### src/rtl/keypad_scan_amisha.sv
// 4x4 matrix keypad scanner: walks a one-cold column, debounces on the rows,
// and emits a hex key code with a one-clock valid strobe and a held flag.
module keypad_scan_amisha #(
  parameter int SCAN_DIV = 50000,
  parameter int DB_COUNT = 4
) (
  input  logic       clk_amisha,
  input  logic       reset_n_amisha,
  input  logic [3:0] row_amisha,
  output logic [3:0] col_amisha,
  output logic [3:0] key_amisha,
  output logic       key_valid_amisha,
  output logic       key_held_amisha
);

  localparam int PW = (SCAN_DIV > 1) ? $clog2(SCAN_DIV) : 1;
  localparam int CW = (DB_COUNT > 0) ? $clog2(DB_COUNT + 1) : 1;

  localparam logic [1:0] S_SCAN     = 2'd0;
  localparam logic [1:0] S_DEBOUNCE = 2'd1;
  localparam logic [1:0] S_HOLD     = 2'd2;

  logic [3:0]    r_row_m;
  logic [3:0]    r_rs;
  logic [PW-1:0] r_presc;
  logic [1:0]    r_col_idx;
  logic [1:0]    r_row_idx;
  logic [CW-1:0] r_cnt;
  logic [1:0]    r_state;
  logic [3:0]    r_key;
  logic          r_valid;
  logic          r_held;

  logic          w_tick;
  logic          w_any;
  logic [1:0]    w_row_sel;
  logic          w_row_low;

  function automatic logic [3:0] keycode(input logic [1:0] row, input logic [1:0] col);
    logic [3:0] code;
    case ({row, col})
      4'h0: code = 4'h1;  4'h1: code = 4'h2;  4'h2: code = 4'h3;  4'h3: code = 4'hA;
      4'h4: code = 4'h4;  4'h5: code = 4'h5;  4'h6: code = 4'h6;  4'h7: code = 4'hB;
      4'h8: code = 4'h7;  4'h9: code = 4'h8;  4'hA: code = 4'h9;  4'hB: code = 4'hC;
      4'hC: code = 4'hE;  4'hD: code = 4'h0;  4'hE: code = 4'hF;  default: code = 4'hD;
    endcase
    return code;
  endfunction

  always_comb begin
    w_tick    = (r_presc == PW'(SCAN_DIV - 1));
    w_any     = (r_rs != 4'hF);
    w_row_low = ~r_rs[r_row_idx];
    // Lowest-index low row wins when several rows in a column are pressed.
    if (!r_rs[0])      w_row_sel = 2'd0;
    else if (!r_rs[1]) w_row_sel = 2'd1;
    else if (!r_rs[2]) w_row_sel = 2'd2;
    else               w_row_sel = 2'd3;
  end

  always_ff @(posedge clk_amisha or negedge reset_n_amisha) begin
    if (!reset_n_amisha) begin
      r_row_m   <= '1;
      r_rs      <= '1;
      r_presc   <= '0;
      r_col_idx <= '0;
      r_row_idx <= '0;
      r_cnt     <= '0;
      r_state   <= S_SCAN;
      r_key     <= '0;
      r_valid   <= 1'b0;
      r_held    <= 1'b0;
    end else begin
      r_row_m <= row_amisha;
      r_rs    <= r_row_m;
      r_valid <= 1'b0;
      r_presc <= w_tick ? '0 : r_presc + 1'b1;
      if (w_tick) begin
        case (r_state)
          S_SCAN: begin
            if (!w_any) begin
              r_col_idx <= r_col_idx + 1'b1;
            end else begin
              r_row_idx <= w_row_sel;
              if (DB_COUNT == 1) begin
                r_key   <= keycode(w_row_sel, r_col_idx);
                r_valid <= 1'b1;
                r_held  <= 1'b1;
                r_cnt   <= '0;
                r_state <= S_HOLD;
              end else begin
                r_cnt   <= CW'(1);
                r_state <= S_DEBOUNCE;
              end
            end
          end
          S_DEBOUNCE: begin
            if (w_row_low) begin
              if (r_cnt == CW'(DB_COUNT - 1)) begin
                r_key   <= keycode(r_row_idx, r_col_idx);
                r_valid <= 1'b1;
                r_held  <= 1'b1;
                r_cnt   <= '0;
                r_state <= S_HOLD;
              end else begin
                r_cnt <= r_cnt + 1'b1;
              end
            end else begin
              r_cnt     <= '0;
              r_col_idx <= r_col_idx + 1'b1;
              r_state   <= S_SCAN;
            end
          end
          S_HOLD: begin
            // Any low row keeps the key held; only a full run of idle ticks releases it.
            if (!w_any) begin
              if (r_cnt == CW'(DB_COUNT - 1)) begin
                r_held    <= 1'b0;
                r_cnt     <= '0;
                r_col_idx <= r_col_idx + 1'b1;
                r_state   <= S_SCAN;
              end else begin
                r_cnt <= r_cnt + 1'b1;
              end
            end else begin
              r_cnt <= '0;
            end
          end
          default: r_state <= S_SCAN;
        endcase
      end
    end
  end

  always_comb begin
    col_amisha       = ~(4'b0001 << r_col_idx);
    key_amisha       = r_key;
    key_valid_amisha = r_valid;
    key_held_amisha  = r_held;
  end

endmodule

### config.mk
export PLATFORM = sky130hd
export DESIGN_NAME = keypad_scan_amisha
export DESIGN_NICKNAME = d
export VERILOG_FILES = /design/src/rtl/keypad_scan_amisha.sv
export SDC_FILE = /design/constraint.sdc
export NUM_CORES = 1
export LEC_CHECK = 0
export CORE_ASPECT_RATIO = 1.75
export CORE_MARGIN = 1.5
export CORE_UTILIZATION = 55
export DETAILED_ROUTE_END_ITERATION = 8
export PLACE_DENSITY = 0.87
export SLEW_MARGIN = 20
export SYNTH_ARGS = -nofsm -noshare
export SYNTH_HDL_FRONTEND = slang
export SYNTH_SLANG_ARGS = --single-unit
### constraint.sdc
create_clock -name clk_amisha -period 4.38 [get_ports clk_amisha]
set_input_delay 0.876 -clock clk_amisha [delete_from_list [all_inputs] [get_ports clk_amisha]]
set_output_delay 0.876 -clock clk_amisha [all_outputs]
set_load 0.005 [all_outputs]
==> run metrics <==
most used standard cells in the synthesized netlist=sky130_fd_sc_hd__dfrtp_1, sky130_fd_sc_hd__inv_1, sky130_fd_sc_hd__ha_1, sky130_fd_sc_hd__nor2_1, sky130_fd_sc_hd__nand3_1; vias in the first global route=1450; Post-synth EDFFs=0; mean routed wirelength per cell=16.0 um; remaining design rule violation count=0; post-placement worst setup slack=slightly below 2000 ps; required time of the worst setup path=3500 ps; antenna-violating nets left=0; core footprint=3430 um2; clock buffer depth=2; cell chosen for the clock root=sky130_fd_sc_hd__clkbuf_8; total via count after detailed routing=1423; flip-flop and latch count after synthesis=39; number of hold violations in the final report=0; cell family with the largest share of critical-path delay=buffers and inverters; area share of the leading cell type in the synthesized netlist=0.389; power per standard cell area=281 nW/um2; critical path's largest stage delay=500 ps; hold crit path type=flop to flop; floorplan die area=4010 um2; crit start category=flop; overflow left after global routing=0; VDD IR max=between 300 and 400 uV; global-route wire length before repair=about 6.7 mm; cell accounting for the most synthesized area=sky130_fd_sc_hd__dfrtp_1; cell count after synthesis=181; final slew viol count=0; Arr. time, crit path=1680 ps; Die Width=48.5 um; final net count=217; number of optimization iterations in the first detailed-route pass=4; final estimated routing congestion in global placement=0.937; post-synthesis instance area=around 2000 um2; relative slew slack=0.443; number of different library cells in the post-synthesis netlist=39; vias per std cell=5.81; CTS Buf Count=5; leading register cell type out of synthesis=sky130_fd_sc_hd__dfrtp_1; outcome=completed; P_leak=approximately 1.0 nW; Starting Density=0.581; Async S/R FF share, synth=1.00; Min Clock Period, post-route=2550 ps; MaxCap Viol Count=0; area growth from synthesis to layout=14.7%; count of input and output buffers=15; antenna violations before repair=0; TNS Setup=0 ps; overall global routing resource usage=0.221; Post-CTS Setup Bufs=0; ranking of synthesized cells by area=sky130_fd_sc_hd__dfrtp_1, sky130_fd_sc_hd__dfstp_2, sky130_fd_sc_hd__ha_1, sky130_fd_sc_hd__mux2_2, sky130_fd_sc_hd__xor2_1; maximum clock skew at final layout=around 9 ps; Setup CP Type=flop to output pin; portion of the post-synthesis area used by sequential elements=0.495; insertion delay of the later-clocked pin in the worst-skew pair=290 ps; cell with the biggest individual delay on the critical path=sky130_fd_sc_hd__clkdlybuf4s50_1; DRT Wirelength=3.91 mm; number of levels in the clock H-tree=2; hold buffers post-CTS=0; most used cell, CP=sky130_fd_sc_hd__inv_1; YS warnings=0; detailed router's first-iteration violation count=22; synthesized area per cell=~11 um2; largest fanout on the critical path=8; Die Y=around 83 um; most instantiated library cell after synthesis=sky130_fd_sc_hd__dfrtp_1; CP Buf/Inv Count=3; number of top-level pins=16; post-layout instance count excluding filler cells=245; slew at the pin with the worst max-slew slack=829 ps; crit path capture type=output pin; highest achievable clock rate=0.392 GHz; final HPWL from detailed placement=2.93 mm; series of cell instances along the critical path=inv_1 -> ha_1 -> inv_1 -> clkdlybuf4s50_1; placed cells=around 240; clock-pin slew of the registers on the worst-case setup and hold paths=about 70 ps; clock sink total=39; Finish-stage setup viols=0; count of inserted antenna diode cells=0; maximum number of pins on one net before global-route repair=40; final setup slack of the worst path=1830 ps; num rows=28; ratio of final minimum period to clock period=0.583; quantity of gates resized following cts=0; RSZ-0062 raised after global routing=false; clock tree from TritonCTS=yes; layout cells sized above 1=0.140; Syn Nets=199
-- registers in the layout (all words and copies together), names as in the netlist --
register and count:
key_valid_amisha 1, r_state 2, r_row_idx 2, r_cnt 3
r_row_m 4, key_held_amisha 1, r_rs 4, r_presc 16
r_col_idx 2, key_amisha 4
-- cells in the final DEF, fill, tap and decap left out, drive strengths merged, types with 3 or more instances in the layout --
| master | n |
|---|---|
| nand3 | 11 |
| o211ai | 3 |
| xnor2 | 5 |
| nand2 | 10 |
| xor2 | 7 |
| ha | 12 |
| dfstp | 8 |
| dfrtp | 31 |
| mux2 | 8 |
| a21oi | 8 |
| nor2 | 12 |
| nand4 | 4 |
| clkbuf | 8 |
| clkdlybuf4s50 | 15 |
| mux2i | 4 |
| inv | 14 |
| and3 | 6 |
| o21ai | 6 |
-- worst paths after layout --
kind,start,to,slack (ps),cells past startpoint
worst min-delay path,r_row_m[2],r_rs[2],350,0
min in group asynchronous,reset_n_amisha,r_row_idx[1],1010,2
worst max register to register,r_presc[11],r_cnt[1],1920,4
worst max-delay path,r_col_idx[0],col_amisha[2],1830,4
max in group asynchronous,reset_n_amisha,r_row_m[2],3010,2
worst min register to register,r_row_m[2],r_rs[2],350,0
-- metrics by stage --
step | cell area (um2) | hold slack, ps | power [mW] | util
floorplan | 1990 | 345 | 0.377 | -
global placement | 2190 | 346 | 0.390 | 0.637
detailed placement | 2190 | 347 | 0.391 | 0.637
CTS | 2290 | 353 | 0.647 | 0.666
global route | 2290 | 360 | 0.663 | 0.666
finish | 2290 | 350 | 0.641 | 0.666
-- cell type report --
cell class | instances | area (um2)
inverter | 14 | 52.6
tap | 45 | 56.3
fill | 265 | 1150
multi-input combinational | 123 | 933
sequential | 39 | 986
clock buffer | 8 | 100
timing repair buffer | 16 | 158
-- power breakdown --
part	leakage (nW)	switching [mW]	internal [mW]	total [mW]
clock	0.0515	0.114	0.144	0.257
sequential	0.503	0.00247	0.367	0.369
combinational	0.480	0.00870	0.00577	0.0145
-- routing by layer --
layer / up-vias / GRT usage / share of wire
li1: 671 / - / -
met3: 9 / 0.0450 / 0.026
met4: 0 / 0.100 / 0.025
met1: 712 / 0.214 / 0.37
met2: 31 / 0.447 / 0.58
met5: - / 0 / 0
-- logic make-up after synthesis --
kind of cell / count (synthesis) / share of synthesized area
AND/OR/NAND/NOR: 58 / 0.173
buffers and inverters: 19 / 0.0370
adder cells (fa/ha/maj): 12 / 0.0753
multiplexers: 13 / 0.0766
AO/OA/AOI/OAI: 28 / 0.0904
XOR/XNOR: 12 / 0.0527
flip-flops: 39 / 0.495
Power figures use the tool's default switching activity.
